--- src/rtl/issue_skid_buffer_pkg.sv ---
// Shared types and constants for the two-lane issue skid buffer.
// The optional statistics counters are enabled with ISSUE_BUF_STATS_EN.
package issue_buf_pkg;

  localparam int LANES      = 2;
  localparam int DEF_DATA_W = 32;
  localparam int DEF_DEPTH  = 4;

  typedef enum logic [1:0] {
    EMPTY = 2'd0,
    FILL  = 2'd1,
    BLOCK = 2'd2
  } lane_state_e;

  // Pointer width: index bits plus one wrap bit to tell full from empty.
  function automatic int ptr_w(input int depth);
    return $clog2(depth) + 1;
  endfunction

endpackage

--- src/rtl/issue_skid_buffer_if.sv ---
// Producer/pipeline handshake bundle for issue_skid_buffer.
// Statistics outputs exist only when ISSUE_BUF_STATS_EN is defined.
interface issue_skid_buffer_if
  import issue_buf_pkg::*;
#(
  parameter int DATA_W = DEF_DATA_W,
  parameter int DEPTH  = DEF_DEPTH
);

  localparam int PW = ptr_w(DEPTH);

  // Producer side
  logic [DATA_W-1:0] prod_data_1;
  logic [DATA_W-1:0] prod_data_2;
  logic [LANES-1:0]  prod_valid;
  logic [LANES-1:0]  prod_ready;

  // Pipeline control
  logic              flush_1;
  logic              flush_2;
  logic              stall_1;
  logic              stall_2;

  // Pipeline side
  logic [DATA_W-1:0] pipe_data_1;
  logic [DATA_W-1:0] pipe_data_2;
  logic [LANES-1:0]  pipe_valid;
  logic [PW-1:0]     occupancy_1;
  logic [PW-1:0]     occupancy_2;

`ifdef ISSUE_BUF_STATS_EN
  logic [31:0]       stall_cycles_1;
  logic [31:0]       stall_cycles_2;
  logic [31:0]       flushed_words_1;
  logic [31:0]       flushed_words_2;
`endif

  // Environment side: drives producer data and pipeline control.
  modport master (
    output prod_data_1, prod_data_2, prod_valid, flush_1, flush_2, stall_1, stall_2,
`ifdef ISSUE_BUF_STATS_EN
    input  stall_cycles_1, stall_cycles_2, flushed_words_1, flushed_words_2,
`endif
    input  prod_ready, pipe_data_1, pipe_data_2, pipe_valid, occupancy_1, occupancy_2
  );

  // Buffer side.
  modport slave (
    input  prod_data_1, prod_data_2, prod_valid, flush_1, flush_2, stall_1, stall_2,
`ifdef ISSUE_BUF_STATS_EN
    output stall_cycles_1, stall_cycles_2, flushed_words_1, flushed_words_2,
`endif
    output prod_ready, pipe_data_1, pipe_data_2, pipe_valid, occupancy_1, occupancy_2
  );

endinterface

--- src/rtl/issue_skid_buffer_lane_fifo.sv ---
// One lane of the issue skid buffer: storage, wrap-bit pointers, lane FSM
// and, when ISSUE_BUF_STATS_EN is defined, saturating stall/flush counters.
// Read is combinational so a stored word is presentable the cycle after push.
module issue_lane_fifo
  import issue_buf_pkg::*;
#(
  parameter int DATA_W = DEF_DATA_W,
  parameter int DEPTH  = DEF_DEPTH   // power of 2, >= 2
) (
  input  logic                     clk,
  input  logic                     reset,
  input  logic [DATA_W-1:0]        i_data,
  input  logic                     i_valid,
  output logic                     o_ready,
  input  logic                     i_flush,
  input  logic                     i_hold,
  output logic [DATA_W-1:0]        o_data,
  output logic                     o_valid,
  output logic [ptr_w(DEPTH)-1:0]  o_occupancy
`ifdef ISSUE_BUF_STATS_EN
  ,
  output logic [31:0]              o_stall_cycles,
  output logic [31:0]              o_flushed_words
`endif
);

  localparam int AW = $clog2(DEPTH);
  localparam int PW = ptr_w(DEPTH);

  logic [DATA_W-1:0] r_mem [DEPTH];
  logic [PW-1:0]     r_wr_ptr;
  logic [PW-1:0]     r_rd_ptr;
  lane_state_e       r_state;
  lane_state_e       w_state_next;

  logic              w_full;
  logic              w_empty;
  logic              w_push;
  logic              w_pop;
  logic [PW-1:0]     w_occ;

  assign w_empty = (r_wr_ptr == r_rd_ptr);
  assign w_full  = (r_wr_ptr[PW-1] != r_rd_ptr[PW-1]) &&
                   (r_wr_ptr[AW-1:0] == r_rd_ptr[AW-1:0]);
  assign w_occ   = r_wr_ptr - r_rd_ptr;

  // Ready ignores a same-cycle pop when full; low while reset or flushing.
  assign o_ready = !reset && !w_full && !i_flush;
  assign w_push  = i_valid && o_ready;

  // The pipeline takes the head word in the same cycle it is valid.
  assign o_valid = !w_empty && !i_hold && !i_flush;
  assign w_pop   = o_valid;

  // Empty lane shows zero so stale storage never appears on the bus.
  assign o_data      = w_empty ? '0 : r_mem[r_rd_ptr[AW-1:0]];
  assign o_occupancy = w_occ;

  // Storage write; contents need no reset because pointers define validity.
  always_ff @(posedge clk) begin
    if (w_push) begin
      r_mem[r_wr_ptr[AW-1:0]] <= i_data;
    end
  end

  // Pointer update: flush drops everything by snapping rd onto wr.
  always_ff @(posedge clk or posedge reset) begin
    if (reset) begin
      r_wr_ptr <= '0;
      r_rd_ptr <= '0;
    end else begin
      if (w_push) begin
        r_wr_ptr <= r_wr_ptr + PW'(1);
      end
      if (i_flush) begin
        r_rd_ptr <= r_wr_ptr;
      end else if (w_pop) begin
        r_rd_ptr <= r_rd_ptr + PW'(1);
      end
    end
  end

  // Lane state register.
  always_ff @(posedge clk or posedge reset) begin
    if (reset) begin
      r_state <= EMPTY;
    end else begin
      r_state <= w_state_next;
    end
  end

  // Lane next-state: flush wins, otherwise follow push/hold/last-pop events.
  always_comb begin
    w_state_next = r_state;
    if (i_flush) begin
      w_state_next = EMPTY;
    end else begin
      case (r_state)
        EMPTY: begin
          if (w_push) w_state_next = FILL;
        end
        FILL: begin
          if (i_hold && !w_empty) begin
            w_state_next = BLOCK;
          end else if (w_pop && !w_push && (w_occ == PW'(1))) begin
            w_state_next = EMPTY;
          end
        end
        BLOCK: begin
          if (!i_hold) w_state_next = FILL;
        end
        default: w_state_next = EMPTY;
      endcase
    end
  end

`ifdef ISSUE_BUF_STATS_EN
  logic [31:0] r_stall_cycles;
  logic [31:0] r_flushed_words;
  logic [32:0] w_flush_sum;

  assign w_flush_sum = {1'b0, r_flushed_words} + 33'(w_occ);

  // Saturating counters: cycles spent blocked, words discarded by flush.
  always_ff @(posedge clk or posedge reset) begin
    if (reset) begin
      r_stall_cycles  <= '0;
      r_flushed_words <= '0;
    end else begin
      if ((r_state == BLOCK) && (r_stall_cycles != '1)) begin
        r_stall_cycles <= r_stall_cycles + 32'd1;
      end
      if (i_flush) begin
        r_flushed_words <= w_flush_sum[32] ? '1 : w_flush_sum[31:0];
      end
    end
  end

  assign o_stall_cycles  = r_stall_cycles;
  assign o_flushed_words = r_flushed_words;
`endif

endmodule

--- src/rtl/issue_skid_buffer.sv ---
// Two-lane elastic buffer between the producer FSM and the wrapped pipeline.
// Forms each lane's hold from the stalls and maps the bundle onto two lanes.
// ISSUE_BUF_STATS_EN adds per-lane stall/flush statistics outputs.
module issue_skid_buffer
  import issue_buf_pkg::*;
#(
  parameter int DATA_W       = DEF_DATA_W,
  parameter int DEPTH        = DEF_DEPTH,   // power of 2, >= 2
  parameter int GLOBAL_STALL = 1            // 1: any stall holds both lanes
) (
  input  logic               clk,
  input  logic               reset,
  issue_skid_buffer_if.slave bus
);

  localparam int PW = ptr_w(DEPTH);

  logic [DATA_W-1:0] w_prod_data [LANES];
  logic [DATA_W-1:0] w_pipe_data [LANES];
  logic [PW-1:0]     w_occ       [LANES];
  logic [LANES-1:0]  w_flush;
  logic [LANES-1:0]  w_stall;
  logic [LANES-1:0]  w_hold;
  logic [LANES-1:0]  w_ready;
  logic [LANES-1:0]  w_valid;

  assign w_prod_data[0] = bus.prod_data_1;
  assign w_prod_data[1] = bus.prod_data_2;
  assign w_flush        = {bus.flush_2, bus.flush_1};
  assign w_stall        = {bus.stall_2, bus.stall_1};

`ifdef ISSUE_BUF_STATS_EN
  logic [31:0] w_stall_cycles  [LANES];
  logic [31:0] w_flushed_words [LANES];
`endif

  generate
    for (genvar gi = 0; gi < LANES; gi++) begin : g_lane
      assign w_hold[gi] = (GLOBAL_STALL != 0) ? (|w_stall) : w_stall[gi];

      issue_lane_fifo #(
        .DATA_W (DATA_W),
        .DEPTH  (DEPTH)
      ) u_lane (
        .clk             (clk),
        .reset           (reset),
        .i_data          (w_prod_data[gi]),
        .i_valid         (bus.prod_valid[gi]),
        .o_ready         (w_ready[gi]),
        .i_flush         (w_flush[gi]),
        .i_hold          (w_hold[gi]),
        .o_data          (w_pipe_data[gi]),
        .o_valid         (w_valid[gi]),
        .o_occupancy     (w_occ[gi])
`ifdef ISSUE_BUF_STATS_EN
        ,
        .o_stall_cycles  (w_stall_cycles[gi]),
        .o_flushed_words (w_flushed_words[gi])
`endif
      );
    end
  endgenerate

  assign bus.prod_ready  = w_ready;
  assign bus.pipe_valid  = w_valid;
  assign bus.pipe_data_1 = w_pipe_data[0];
  assign bus.pipe_data_2 = w_pipe_data[1];
  assign bus.occupancy_1 = w_occ[0];
  assign bus.occupancy_2 = w_occ[1];

`ifdef ISSUE_BUF_STATS_EN
  assign bus.stall_cycles_1  = w_stall_cycles[0];
  assign bus.stall_cycles_2  = w_stall_cycles[1];
  assign bus.flushed_words_1 = w_flushed_words[0];
  assign bus.flushed_words_2 = w_flushed_words[1];
`endif

endmodule
--- src/flat_wrapper.sv ---
// flat-port wrapper written by rule: the top's interface ports become plain ports
module issue_skid_buffer_flat import issue_buf_pkg::*;
#(
  parameter int DATA_W       = DEF_DATA_W,
  parameter int DEPTH        = DEF_DEPTH,                      
  parameter int GLOBAL_STALL = 1                                            
)
  (clk, reset, bus_prod_data_1, bus_prod_data_2, bus_prod_valid, bus_flush_1, bus_flush_2, bus_stall_1, bus_stall_2, bus_prod_ready, bus_pipe_data_1, bus_pipe_data_2, bus_pipe_valid, bus_occupancy_1, bus_occupancy_2);
  issue_skid_buffer_if #(.DATA_W(DATA_W), .DEPTH(DEPTH)) bus_i ();
  input  logic clk;
  input  logic reset;
  input wire logic [$bits(bus_i.prod_data_1)-1:0] bus_prod_data_1;
  input wire logic [$bits(bus_i.prod_data_2)-1:0] bus_prod_data_2;
  input wire logic [$bits(bus_i.prod_valid)-1:0] bus_prod_valid;
  input wire logic [$bits(bus_i.flush_1)-1:0] bus_flush_1;
  input wire logic [$bits(bus_i.flush_2)-1:0] bus_flush_2;
  input wire logic [$bits(bus_i.stall_1)-1:0] bus_stall_1;
  input wire logic [$bits(bus_i.stall_2)-1:0] bus_stall_2;
  output wire logic [$bits(bus_i.prod_ready)-1:0] bus_prod_ready;
  output wire logic [$bits(bus_i.pipe_data_1)-1:0] bus_pipe_data_1;
  output wire logic [$bits(bus_i.pipe_data_2)-1:0] bus_pipe_data_2;
  output wire logic [$bits(bus_i.pipe_valid)-1:0] bus_pipe_valid;
  output wire logic [$bits(bus_i.occupancy_1)-1:0] bus_occupancy_1;
  output wire logic [$bits(bus_i.occupancy_2)-1:0] bus_occupancy_2;
  assign bus_i.prod_data_1 = bus_prod_data_1;
  assign bus_i.prod_data_2 = bus_prod_data_2;
  assign bus_i.prod_valid = bus_prod_valid;
  assign bus_i.flush_1 = bus_flush_1;
  assign bus_i.flush_2 = bus_flush_2;
  assign bus_i.stall_1 = bus_stall_1;
  assign bus_i.stall_2 = bus_stall_2;
  assign bus_prod_ready = bus_i.prod_ready;
  assign bus_pipe_data_1 = bus_i.pipe_data_1;
  assign bus_pipe_data_2 = bus_i.pipe_data_2;
  assign bus_pipe_valid = bus_i.pipe_valid;
  assign bus_occupancy_1 = bus_i.occupancy_1;
  assign bus_occupancy_2 = bus_i.occupancy_2;
  issue_skid_buffer #(.DATA_W(DATA_W), .DEPTH(DEPTH), .GLOBAL_STALL(GLOBAL_STALL)) u_core (.clk(clk), .reset(reset), .bus(bus_i));
endmodule
--- config.mk ---
export PLATFORM = sky130hd
export DESIGN_NAME = issue_skid_buffer_flat
export DESIGN_NICKNAME = d
export VERILOG_FILES = /design/src/rtl/issue_skid_buffer_pkg.sv /design/src/rtl/issue_skid_buffer_if.sv /design/src/rtl/issue_skid_buffer_lane_fifo.sv /design/src/rtl/issue_skid_buffer.sv /design/src/flat_wrapper.sv
export SDC_FILE = /design/constraint.sdc
export NUM_CORES = 1
export LEC_CHECK = 0
export CAP_MARGIN = 20
export CORE_ASPECT_RATIO = 0.5
export CORE_MARGIN = 5
export CORE_UTILIZATION = 45
export DETAILED_ROUTE_END_ITERATION = 12
export HOLD_SLACK_MARGIN = 0.06
export PLACE_DENSITY = 0.7
export SYNTH_ARGS = -nofsm -noshare
export SYNTH_HDL_FRONTEND = slang
export SYNTH_SLANG_ARGS = --single-unit
export TNS_END_PERCENT = 20
--- constraint.sdc ---
create_clock -name clk -period 2.9 [get_ports clk]
set_clock_uncertainty 0.15 [all_clocks]
set_input_delay 0.58 -clock clk [delete_from_list [all_inputs] [get_ports clk]]
set_output_delay 0.58 -clock clk [all_outputs]
set_load 0.005 [all_outputs]
# Yosys cells after proc, flatten, opt, wreduce, memory -nomap -nowiden
# Memory sizes are Yosys's and may differ from the RTL's.
# Cells that the tools add are included.
op_classes:
  add_sub_neg: 6
  eq_ne: 6
  n_mux: 10
  reduce_logical: 23
ops:
  columns: ["op", "n"]
  rows:
  - ["two-way mux 32 bit", 2]
  - ["adder 3 x 1 -> 3 bit (second input constant)", 4]
  - ["logical AND 1 bit", 12]
  - ["two-way mux 3 bit", 4]
  - ["logical NOT 1 bit", 8]
  - ["equality test 3 bit", 2]
  - ["subtractor 3 bit", 2]
  - ["equality test 2 bit", 2]
  - ["two-way mux 1 bit", 4]
  - ["nonzero test 2 bit", 2]
  - ["!= test 1 bit", 2]
  - ["OR reduction 2 bit", 1]
word_totals:
  register_bits: 12
  mem_bits_rw: 256
  out_inout_bits: 74
  word_cells: 51
  mem_count: 2
mem_list:
  columns: ["memory", "depth", "word_bits", "rd", "rd_ports_with_merged_regs", "wr", "line", "rtl"]
  rows:
  - ["u_core.g_lane[0].u_lane.r_mem", 4, 32, 1, 0, 1, "issue_skid_buffer_lane_fifo.sv:30", "logic [DATA_W-1:0] r_mem [DEPTH];"]
  - ["u_core.g_lane[1].u_lane.r_mem", 4, 32, 1, 0, 1, "issue_skid_buffer_lane_fifo.sv:30", null]

# Depth between registers and ports, before layout
# Gate-level depths: netlist of the first run.
logic_depth:
  depth_word: 8
  ltp_mapped: 8
  mapped_depth_nobuf: 5

# Hierarchy
# From an unflattened synthesis of the first run, not the netlist that was laid out.
unflattened:
  hier_cells: 521
  area_unflattened_um2: 10804.1
by_module_without_submodules:
  columns: ["mod", "instances", "cells_per_inst", "area_each_um2", "seq_area_each_um2"]
  rows:
  - ["issue_lane_fifo (u_core.g_lane[0].u_lane)", 1, 260, 5401.4, 3993.8]
  - ["issue_lane_fifo (u_core.g_lane[1].u_lane)", 1, 260, 5396.4, 3993.8]
  - ["issue_skid_buffer", 1, 1, 6.3, 0.0]

# Least setup slack after synthesis of the first run
# Ideal clock, no wire load.
synth_timing:
  kind: "reg-to-reg"
  start: "register u_core.g_lane[0].u_lane.r_rd_ptr[1]"
  end: "memory u_core.g_lane[0].u_lane.r_mem[0][0] (netlist bit), enable pin"
  setup_time_ns: 0.392
  t_arrival_ns: 2.261
  required_ns: 2.358
  slack_ns: 0.097
  stages_incl_launch_ff: 7
  path_buffers: 1
  period_less_slack_ns: 2.803
  path_cell_list: "dfrtp_1 buf_2 inv_1 ha_1 and2_2 a211oi_1 and3_1"
synth_between:
  elab_chain_cells: 8
synth_lines:
  columns: ["item", "line", "rtl"]
  rows:
  - ["start, declared", "issue_skid_buffer_lane_fifo.sv:32", "logic [PW-1:0] r_rd_ptr;"]
  - ["start signal, assigned", "issue_skid_buffer_lane_fifo.sv:76", "r_rd_ptr <= r_wr_ptr;"]
  - ["start signal, assigned", "issue_skid_buffer_lane_fifo.sv:78", "r_rd_ptr <= r_rd_ptr + PW'(1);"]
  - ["equality test 2 bit", "issue_skid_buffer_lane_fifo.sv:44", "(r_wr_ptr[AW-1:0] == r_rd_ptr[AW-1:0]);"]
  - ["logical AND 1 bit", "issue_skid_buffer_lane_fifo.sv:43", "assign w_full = (r_wr_ptr[PW-1] != r_rd_ptr[PW-1]) &&"]
  - ["logical NOT 1 bit", "issue_skid_buffer_lane_fifo.sv:48", "assign o_ready = !reset && !w_full && !i_flush;"]
  - ["logical AND 1 bit (2 in series)", "issue_skid_buffer_lane_fifo.sv:48", null]
  - ["via u_core.g_lane[0].u_lane.o_ready", "issue_skid_buffer_lane_fifo.sv:14", "output logic o_ready,"]
  - ["logical AND 1 bit", "issue_skid_buffer_lane_fifo.sv:49", "assign w_push = i_valid && o_ready;"]
  - ["two-way mux 1 bit", "issue_skid_buffer_lane_fifo.sv:61", "if (w_push) begin"]
  - ["two-way mux 1 bit (implied by the code)", "issue_skid_buffer_lane_fifo.sv:62", "r_mem[r_wr_ptr[AW-1:0]] <= i_data;"]
  - ["end, declared", "issue_skid_buffer_lane_fifo.sv:30", null]
# The timed path passes the listed nets, and every way through them passes these cells.

# Worst setup path after layout of the first run
layout_timing:
  start: "register u_core.g_lane[1].u_lane.r_rd_ptr[1]"
  end: "output bus_occupancy_2[1]"
layout_between:
  elab_chain_cells: 1
layout_lines:
  columns: ["item", "line", "rtl"]
  rows:
  - ["start, declared", "issue_skid_buffer_lane_fifo.sv:32", null]
  - ["start signal, assigned", "issue_skid_buffer_lane_fifo.sv:76", null]
  - ["start signal, assigned", "issue_skid_buffer_lane_fifo.sv:78", null]
  - ["subtractor 3 bit", "issue_skid_buffer_lane_fifo.sv:45", "assign w_occ = r_wr_ptr - r_rd_ptr;"]
  - ["end, declared", "flat_wrapper.sv:24", "output wire logic [$bits(bus_i.occupancy_2)-1:0] bus_occupancy_2;"]
# Every way passes these cells.

==> flow_summary.yaml, run 1 <==
place:
  port-buffer-count: 145
  gp_congestion: 0.8335
  place.detailed.hpwl_um: 13580
die:
  core_area_mm2: 0.02377
  die_h_um: 119.5
  ios: 146
  dieArea_mm2: 0.02737
  die_w_um: 229.0
  std_cell_rows: 40
  start_util_pct: 45.40
synthesis:
  yosysSeqAreaShare_pct: 74.01
  synth_cell_types: 35
  synth-async-reset-ratio_pct: 4.478
  syn_inst: 526
  synth-seq-cells: 268
  yosys_warnings: 0
  synth_ff_type: "edfxtp_1"
  synth_area_mm2: 0.01079
  synth_edf_count: 256
  syn-num-nets: 614
  avgSynthCellArea_um2: 20.52
global_route:
  grt_pass1_vias: 6007
  grt_max_degree: 36
  grt_pass1_wl_um: 34530
  grt_overflow: 0
  track_usage_pct: 16.28
  antenna_found_initial: 2
timing:
  period_share_pct: 103.6
  worst_pin_slew_ns: 0.5326
  max_freq_ghz: 0.3328
  fin_ws_ns: -0.1050
  hold_violations: 0
  fin_tns_setup_ns: -0.7121
  period_minus_slack_ns: 3.005
  relSlewSlack_pct: 64.45
  final_max_slew_viol_count: 0
  setup_viol: 13
  rsz0062_at_grt: "yes"
  hold_slack_ns: 0.4343
status:
  status: "finished with violations"
  violations: "setup timing"
worst_setup_path:
  crit_slowest_cell: "clkdlybuf4s50_1"
  cp_max_fo: 35
  cp.arrival_ns: 2.27
  crit_start: "u_core.g_lane[1].u_lane.r_rd_ptr[1]$_DFFE_PP0P_"
  critPathKind: "flop to output port"
  crit_family: "buffers and inverters"
  cp-start-kind: "flop"
  crit_buf_inv: 4
  r2r-start: "u_core.g_lane[0].u_lane.r_rd_ptr[0]$_DFFE_PP0P_"
  critPathCaptureType: "output port"
  worstPathRequired_ns: 2.17
  path_cells: "buf_4 > buf_12 > fa_1 > inv_1 > clkdlybuf4s50_1"
  critical_path.max_stage_delay_ns: 0.52
final_layout:
  drive_gt1_share_pct: 29.55
  syn_to_final_growth_pct: 30.80
  fillers: 1743
  multiInputGateArea_mm2: 0.002730
  layout.nets: 818
  seq_area_mm2: 0.007993
drt:
  initialDrtViolationCount: 337
  dr.pass1.iters: 5
  viasPerCell: 5.240
  routedWlPerCell_um: 21.03
  drc: 0
  routed_wl_um: 22380
  dr_total_vias: 5575
  ant_nets: 0
cts:
  cts_made_buffers: 24
  insertion_delay_ns: 0.52
  cts_root_buf: "clkbuf_16"
  cts_tree: "done"
  clock_sinks: 268
  cts.path.max_buffers: 3
  hold_buffers: 0
  htree_levels: 1
  path_clk_slew_ns: 0.07
pwr:
  p_total_mw: 14.12
  vdd_ir_drop_max_v: 0.0005277
  p_leak_nw: 5.021
  power.density_mw_per_mm2: 1000
min_path:
  hp-class: "flop to flop"
  hp-start: "u_core.g_lane[0].u_lane.r_wr_ptr[2]$_DFFE_PP0P_"
run:
  cap_violations: 0
==> sequential cells by signal, summed over array words and instances (netlist names) <==
| signal | cells |
|---|---|
| u_core.g_lane.u_lane.r_rd_ptr | 6 |
| u_core.g_lane.u_lane.r_wr_ptr | 6 |
| u_core.g_lane.u_lane.r_mem | 256 |
==> worst reg2reg max path, stage by stage (launching register included) <==
cell      delay, ns
dfrtp_2        0.48
ha_4           0.26
and2_2         0.23
a211oi_2       0.28
buf_4          0.16
and3_2         0.20
buf_4          0.30
==> stage by stage <==
step / utilization [%] / cells / worst slack (ns) / cell area [um2]
after global placement: 54.18 / 993 / 0.1261 / 12880
final: 59.38 / 1064 / -0.1050 / 14120
after global routing: 59.38 / 1064 / -0.2076 / 14120
after detailed placement: 54.18 / 993 / 0.08922 / 12880
after floorplan: - / 526 / 0.09659 / 10790
after CTS: 58.82 / 1054 / -0.2320 / 13980
==> placed cells by master, fill, tap and decap left out, types with 4 or more instances in the layout <==
cell type / n
dlymetal6s2s_1: 15
and3_2: 6
o21ai_0: 6
inv_2: 5
dfrtp_2: 4
clkinvlp_4: 4
inv_1: 10
clkbuf_2: 13
clkbuf_16: 25
ha_4: 4
nand3_1: 6
nor3b_1: 4
clkdlybuf4s50_1: 77
buf_2: 10
nor2b_1: 31
edfxtp_1: 256
mux4_2: 64
buf_4: 33
xnor2_1: 8
dlygate4sd2_1: 14
clkinv_1: 6
bufinv_16: 4
and2b_1: 32
clkdlybuf4s15_1: 16
dfrtp_1: 8
ha_1: 10
buf_12: 15
buf_6: 8
==> where the power goes <==
part,internal (mW),total (mW),switching [mW]
Sequential,4.57,4.75,0.180
Clock,1.93,3.30,1.37
Combinational,3.50,6.08,2.58
Total,10.0,14.1,4.13
==> worst paths after layout <==
check / slack, ns / end / cells after the start
setup / recovery: -0.10 / bus_occupancy_2[1] / 5
hold / removal: 0.43 / u_core.g_lane[0].u_lane.r_wr_ptr[2]$_DFFE_PP0P_ / 1
setup reg to reg: 0.51 / u_core.g_lane[0].u_lane.r_mem[0][25]$_DFFE_PP_ / 6
hold reg to reg: 0.43 / u_core.g_lane[0].u_lane.r_wr_ptr[2]$_DFFE_PP0P_ / 1
max in group asynchronous: 1.69 / u_core.g_lane[0].u_lane.r_rd_ptr[0]$_DFFE_PP0P_ / 3
min in group asynchronous: 0.52 / u_core.g_lane[0].u_lane.r_rd_ptr[2]$_DFFE_PP0P_ / 3
==> synth_stat cells (3+ instances only) <==
cell type	number	area [um2]
and3_1	6	37.54
a211oi_1	4	30.03
ha_1	14	175.2
nor3b_1	4	30.03
o211ai_1	3	22.52
nor2b_1	36	225.2
buf_2	7	35.03
buf_4	11	82.58
dfrtp_1	12	300.3
mux4_2	64	1441
nor4_1	3	18.77
and2b_1	32	240.2
inv_1	15	56.30
nand2_1	5	18.77
xnor2_1	8	70.07
o21ai_0	6	30.03
clkbuf_1	9	33.78
edfxtp_1	256	7687
nand3_1	6	30.03
==> cell type report <==
cell class,instances,share of cell area (%)
sequential,268,56.62
multi-input combinational,214,19.34
timing repair buffer,207,15.03
clock buffer,28,4.511
tap,315,2.792
clock inverter,16,1.294
inverter,15,0.3988
antenna,1,0.01773
==> per-layer routing <==
metal  global-route usage, %  wire, um  vias to the layer above
met5                       0        13                        -
met4                   3.640       406                        2
met3                   3.830      1006                       36
met2                   28.21     11600                      116
met1                   21.31      9350                     2912
li1                        -         -                     2509
==> cell families (layout without fill, tap and decap cells) <==
logic type               Yosys count  in the layout  synth area share [%]
other                              0              1                     0
adder cells (fa/ha/maj)           16             16                 1.994
XOR/XNOR                          10             10                0.8116
flip-flops                       268            268                 74.01
AND/OR/NAND/NOR                  100            100                 6.040
AO/OA/AOI/OAI                     22             22                 1.484
multiplexers                      66             66                 13.56
buffers and inverters             44            266                 2.098
==> repair_timing <==
action / in CTS / in global routing
setup endpoints to repair: 72 / 65
buffers inserted: 14 / 9
pin swaps: 6 / 4
cloned: 3 / 0
resized for setup: 130 / 64
Power figures use the tool's default switching activity.
==> run 2, diff against run 1 <==
CTS_BUF_LIST = sky130_fd_sc_hd__clkbuf_8 sky130_fd_sc_hd__clkbuf_16   (was unset)
==> run 2 against run 1 <==
Combinational power about the same. Core utilization unchanged. Flip-flop and latch count unchanged. Highest routed layer unchanged. First-iteration DRC count down 0.30%. Total power about the same. Register-to-register slack about the same. Setup slack about the same. The run still ends with setup timing left. Worst hold slack about the same. Critical path type unchanged. Maximum frequency about the same.
==> flow_summary.yaml, run 2 (synthesis gave the netlist of run 1 again) <==
status:
  status: "finished with violations"
  violations: "setup timing"
final_layout:
  seq_area_mm2: 0.007993
  final_common_cell: "edfxtp_1"
  mostFrequentLayoutCells: "256 x edfxtp_1, 77 x clkdlybuf4s50_1, 64 x mux4_2, 33 x buf_4, 32 x and2b_1"
  largest_reg_flops: 256
  instances_no_fill: 1064
  drive_gt1_share_pct: 29.55
  fillers: 1743
  layout.nets: 818
  syn_to_final_growth_pct: 30.80
  multiInputGateArea_mm2: 0.002730
die:
  core_area_mm2: 0.02377
  ios: 146
  die_h_um: 119.5
  die_w_um: 229.0
  std_cell_rows: 40
  dieArea_mm2: 0.02737
  start_util_pct: 45.40
cts:
  hold_buffers: 0
  clock_sinks: 268
  cts.path.max_buffers: 3
  path_clk_slew_ns: 0.07
  htree_levels: 1
  cts_root_buf: "clkbuf_16"
  insertion_delay_ns: 0.52
  cts_made_buffers: 24
  cts_tree: "done"
drt:
  routed_wl_um: 22380
  dr.pass1.iters: 5
  drc: 0
  viasPerCell: 5.235
  initialDrtViolationCount: 336
  dr_total_vias: 5570
  ant_nets: 0
  routedWlPerCell_um: 21.03
global_route:
  use_met1_pct: 21.31
  grt-busiest-layer: "met2"
  track_usage_pct: 16.28
  use_met2_pct: 28.21
  grt_overflow: 0
  grt_max_degree: 36
  grt_pass1_wl_um: 34530
  antenna_found_initial: 2
  use_met3_pct: 3.830
  grt_pass1_vias: 6007
worst_setup_path:
  cp_max_fo: 35
  critPathCaptureType: "output port"
  crit_start: "u_core.g_lane[1].u_lane.r_rd_ptr[1]$_DFFE_PP0P_"
  crit_slowest_cell: "clkdlybuf4s50_1"
  cp-start-kind: "flop"
  worstPathRequired_ns: 2.17
  r2r-start: "u_core.g_lane[0].u_lane.r_rd_ptr[0]$_DFFE_PP0P_"
  reg2regPathDepth: 6
  cp.arrival_ns: 2.27
  critPathKind: "flop to output port"
  reg2reg_to: "u_core.g_lane[0].u_lane.r_mem[0][25]$_DFFE_PP_"
  r2r_setup_slack_ns: 0.51
  critical_path.max_stage_delay_ns: 0.52
  path_cells: "buf_4 > buf_12 > fa_1 > inv_1 > clkdlybuf4s50_1"
pwr:
  p_int_mw: 9.987
  seqPwrFrac_pct: 33.6
  power_frac_clock_pct: 23.3
  vdd_ir_drop_max_v: 0.0005277
  p_leak_nw: 5.033
  pwr-share-comb_pct: 43.1
  power.density_mw_per_mm2: 999.7
  swShare_pct: 29.23
  p_total_mw: 14.11
  p_switching_mw: 4.126
timing:
  fin_ws_ns: -0.1050
  relSlewSlack_pct: 64.45
  rsz0062_at_grt: "yes"
  fin_tns_setup_ns: -0.7122
  setup_viol: 13
  hold_violations: 0
  final_max_slew_viol_count: 0
  worst_pin_slew_ns: 0.5326
  period_minus_slack_ns: 3.005
  period_share_pct: 103.6
  max_freq_ghz: 0.3328
min_path:
  hp-class: "flop to flop"
  min_path_cells: 1
  min_delay_worst_endpoint: "u_core.g_lane[0].u_lane.r_wr_ptr[2]$_DFFE_PP0P_"
  hp-start: "u_core.g_lane[0].u_lane.r_wr_ptr[2]$_DFFE_PP0P_"
place:
  place_inst: 993
  gp_congestion: 0.8335
  port-buffer-count: 145
  dpl_worst_slack_ns: 0.08922
  place.detailed.hpwl_um: 13580
run:
  cap_violations: 0
==> run 2: cell count changes in the layout (fill, tap and decap cells not counted) <==
cell      previous run  this run
inv_1               10        13
clkbuf_1             3         0
==> run 2: metrics by stage <==
stage / hold slack (ns) / cell area [um2] / utilization (%)
after CTS: 0.4544 / 13980 / 58.82
final: 0.4343 / 14120 / 59.38
after global placement: 0.3954 / 12880 / 54.18
after floorplan: 0.2947 / 10790 / -
after global routing: 0.4618 / 14120 / 59.38
after detailed placement: 0.4030 / 12880 / 54.18
==> run 2: worst max-delay path: cells and delay by family (launching register included) <==
family     cells  cell delay, ns
flops          1            0.35
fa+ha+maj      1            0.46
buf+inv        4            0.95
==> run 2: worst max-delay path by stage <==
| stage | endpoint | slack [ns] |
|---|---|---|
| floorplan | u_core.g_lane[0].u_lane.r_mem[0][0]$_DFFE_PP_ | 0.1 |
| global placement | bus_prod_ready[1] | 0.13 |
| detailed placement | bus_prod_ready[1] | 0.09 |
| CTS | bus_pipe_data_1[20] | -0.23 |
| global route | bus_occupancy_2[1] | -0.21 |
| finish | bus_occupancy_2[1] | -0.10 |
==> run 2: power by group through the flow <==
| stage | Clock, mW | Sequential, mW | Combinational [mW] |
|---|---|---|---|
| after floorplan | 0 | 4.76 | 2.79 |
| after global placement | 0 | 4.79 | 5.60 |
| after detailed placement | 0 | 4.81 | 5.63 |
| after CTS | 3.36 | 4.73 | 6.06 |
| after global routing | 3.53 | 4.77 | 6.57 |
| final | 3.29 | 4.75 | 6.08 |
==> run 2: repair_timing <==
item | 4_1_cts | 5_1_grt
endpoints found under the hold margin | 0 | 0
setup buffers | 14 | 9
pin swaps | 6 | 4
resized for setup | 130 | 64
endpoints found under the setup margin | 72 | 65
gates cloned | 3 | 0
==> run 2: area by class of cell <==
type	instances	area share, %
diodes	1	0.01773
repair buffers	207	15.03
clock inverters	19	1.374
inverters	15	0.3988
flip-flops and latches	268	56.62
multi-input cells	214	19.34
clock buffers	25	4.431
well taps	315	2.792
==> run 2: routing by layer <==
metal / part of all wire [%] / wire length, um / up-vias
met5: 0.058 / 13 / -
met4: 1.8 / 406 / 2
met2: 52 / 11610 / 118
met3: 4.5 / 1013 / 36
li1: - / - / 2510
met1: 42 / 9337 / 2904
==> run 3, diff against run 2 <==
CORE_ASPECT_RATIO = 0.8   (was 0.5)
==> run 3 against run 2 <==
The flow still finishes with violations (setup timing). First-iteration DRC count is 14% higher. Setup slack better by 0.030 ns. Final area is 3.4% higher. Sequential share of layout area is 1.9 points lower. Die area is 0.62% lower. Sequential power hardly changed. Global-route usage is 1.2 points higher. Maximum frequency is 1.0% higher. Non-clock buffer count is 22 higher. Flip-flop and latch count stayed put.
==> flow_summary.yaml, run 3 (synthesis gave the netlist of run 1 again) <==
drt:
  dr.pass1.iters: 5
  ant_nets: 0
  initialDrtViolationCount: 382
  routedWlPerCell_um: 22.35
  drc: 0
  viasPerCell: 5.285
  dr_total_vias: 5761
  routed_wl_um: 24360
global_route:
  grt_pass1_vias: 6225
  grt_max_degree: 36
  grt_overflow: 0
  track_usage_pct: 17.44
  grt_pass1_wl_um: 36590
  antenna_found_initial: 1
cts:
  cts_tree: "done"
  cts_made_buffers: 28
  insertion_delay_ns: 0.53
  cts.path.max_buffers: 3
  path_clk_slew_ns: 0.07
  htree_levels: 1
  clock_sinks: 268
  cts_root_buf: "clkbuf_16"
pwr:
  vdd_ir_drop_max_v: 0.0004888
  power_frac_clock_pct: 22.7
  pwr-share-comb_pct: 46.5
  p_total_mw: 15.34
  p_int_mw: 10.71
  seqPwrFrac_pct: 30.8
  p_switching_mw: 4.636
  p_leak_nw: 5.234
  power.density_mw_per_mm2: 1051
  swShare_pct: 30.21
status:
  status: "finished with violations"
  violations: "setup timing"
final_layout:
  seq_area_mm2: 0.007990
  layout.nets: 844
  mostFrequentLayoutCells: "256 x edfxtp_1, 73 x clkdlybuf4s50_1, 64 x mux4_2, 34 x buf_2"
  antenna_cells: 0
  multiInputGateArea_mm2: 0.002820
  instances_no_fill: 1090
  largest_reg_flops: 256
  drive_gt1_share_pct: 38.43
  fillers: 1688
  syn_to_final_growth_pct: 35.24
  final_common_cell: "edfxtp_1"
worst_setup_path:
  reg2regPathDepth: 7
  reg2reg_to: "u_core.g_lane[1].u_lane.r_mem[2][18]$_DFFE_PP_"
  cp.arrival_ns: 2.24
  worstPathRequired_ns: 2.17
  cp_max_fo: 8
  crit_start: "u_core.g_lane[0].u_lane.r_rd_ptr[0]$_DFFE_PP0P_"
  cp-endpoint: "bus_pipe_data_1[19]"
  critPathCaptureType: "output port"
  r2r-start: "u_core.g_lane[1].u_lane.r_wr_ptr[0]$_DFFE_PP0P_"
  cp-start-kind: "flop"
  critPathKind: "flop to output port"
  r2r_setup_slack_ns: 0.60
place:
  dpl_worst_slack_ns: 0.01109
  port-buffer-count: 145
  place.detailed.hpwl_um: 13040
  gp_congestion: 0.7502
  place_inst: 979
timing:
  worst_pin_slew_ns: 0.5721
  rsz0062_at_grt: "yes"
  final_max_slew_viol_count: 0
  period_share_pct: 102.6
  relSlewSlack_pct: 61.59
  max_freq_ghz: 0.3362
  hold_violations: 0
  setup_viol: 7
  fin_ws_ns: -0.07464
  period_minus_slack_ns: 2.975
die:
  core_area_mm2: 0.02352
  die_w_um: 183.1
  std_cell_rows: 50
  die_h_um: 148.5
  dieArea_mm2: 0.02720
  start_util_pct: 45.88
  ios: 146
run:
  cap_violations: 0
min_path:
  hp-class: "input port to asynchronous set/reset pin"
-- run 3: cell types whose count changed in the layout (fill, tap and decap cells not counted), moves of 5 or more --
cell / delta
nor2b_1: -12
clkinv_2: +5
dlymetal6s2s_1: -13
clkdlybuf4s15_1: -11
nor2b_4: +13
buf_16: +9
clkbuf_16: +7
clkbuf_2: +7
buf_6: +12
buf_2: +24
dlygate4sd2_1: -8
-- run 3: layout make-up --
| type | count | area share (%) |
|---|---|---|
| inverter | 15 | 0.4029 |
| timing repair buffer | 229 | 16.60 |
| tap | 312 | 2.674 |
| clock buffer | 30 | 5.066 |
| clock inverter | 22 | 1.191 |
| multi-input combinational | 214 | 19.32 |
| sequential | 268 | 54.74 |
-- run 3: how the worst min path moves through the flow --
stage | startpoint | end | slack (ns) | depth (start not counted)
global route | reset | u_core.g_lane[0].u_lane.r_wr_ptr[0]$_DFFE_PP0P_ | 0.46 | 2
floorplan | reset | u_core.g_lane[0].u_lane.r_rd_ptr[0]$_DFFE_PP0P_ | 0.29 | 1
finish | reset | u_core.g_lane[0].u_lane.r_wr_ptr[1]$_DFFE_PP0P_ | 0.41 | 2
detailed placement | u_core.g_lane[1].u_lane.r_wr_ptr[2]$_DFFE_PP0P_ | u_core.g_lane[1].u_lane.r_wr_ptr[2]$_DFFE_PP0P_ | 0.41 | 1
global placement | u_core.g_lane[0].u_lane.r_wr_ptr[2]$_DFFE_PP0P_ | u_core.g_lane[0].u_lane.r_wr_ptr[2]$_DFFE_PP0P_ | 0.39 | 1
CTS | reset | u_core.g_lane[0].u_lane.r_wr_ptr[1]$_DFFE_PP0P_ | 0.40 | 2
-- run 3: routing by layer --
metal	vias up	GRT usage [%]	wire length (um)
li1	2582	-	-
met1	2951	23.59	10100
met4	0	4.021	521
met5	-	0	0
met2	194	29.68	12350
met3	34	3.350	1386
-- run 3: power by group through the flow --
stage | sequential, mW | combinational, mW | clock [mW]
2_1_floorplan | 4.76 | 2.79 | 0
3_3_place_gp | 4.77 | 5.52 | 0
3_5_place_dp | 4.80 | 5.59 | 0
4_1_cts | 4.71 | 6.77 | 3.56
5_1_grt | 4.75 | 7.66 | 3.74
6_report | 4.73 | 7.14 | 3.48
-- run 3: repair_timing --
action	4_1_cts	5_1_grt
gates resized for setup	238	85
pin swaps	7	6
setup endpoints to repair	72	71
cloned	11	3
hold endpoints to repair	0	0
buffers inserted	33	15
hold buffers	0	0
-- run 3: stage by stage --
step	hold slack [ns]	utilization [%]	cell area [um2]	setup TNS, ns
after floorplan	0.2947	-	10790	0
after global placement	0.3877	54.54	12830	-0.001504
after detailed placement	0.4071	54.54	12830	0
after CTS	0.3976	61.20	14400	-3.370
after global routing	0.4622	62.05	14600	-2.770
final	0.4117	62.05	14600	-0.1714
-- run 3: critical path: stages, from the launching register on --
cell and delay (ns):
dfrtp_2 0.42, buf_6 0.14, buf_6 0.12, buf_16 0.14, buf_12 0.14, buf_6 0.11
mux4_2 0.40, nor2b_4 0.13, buf_2 0.12
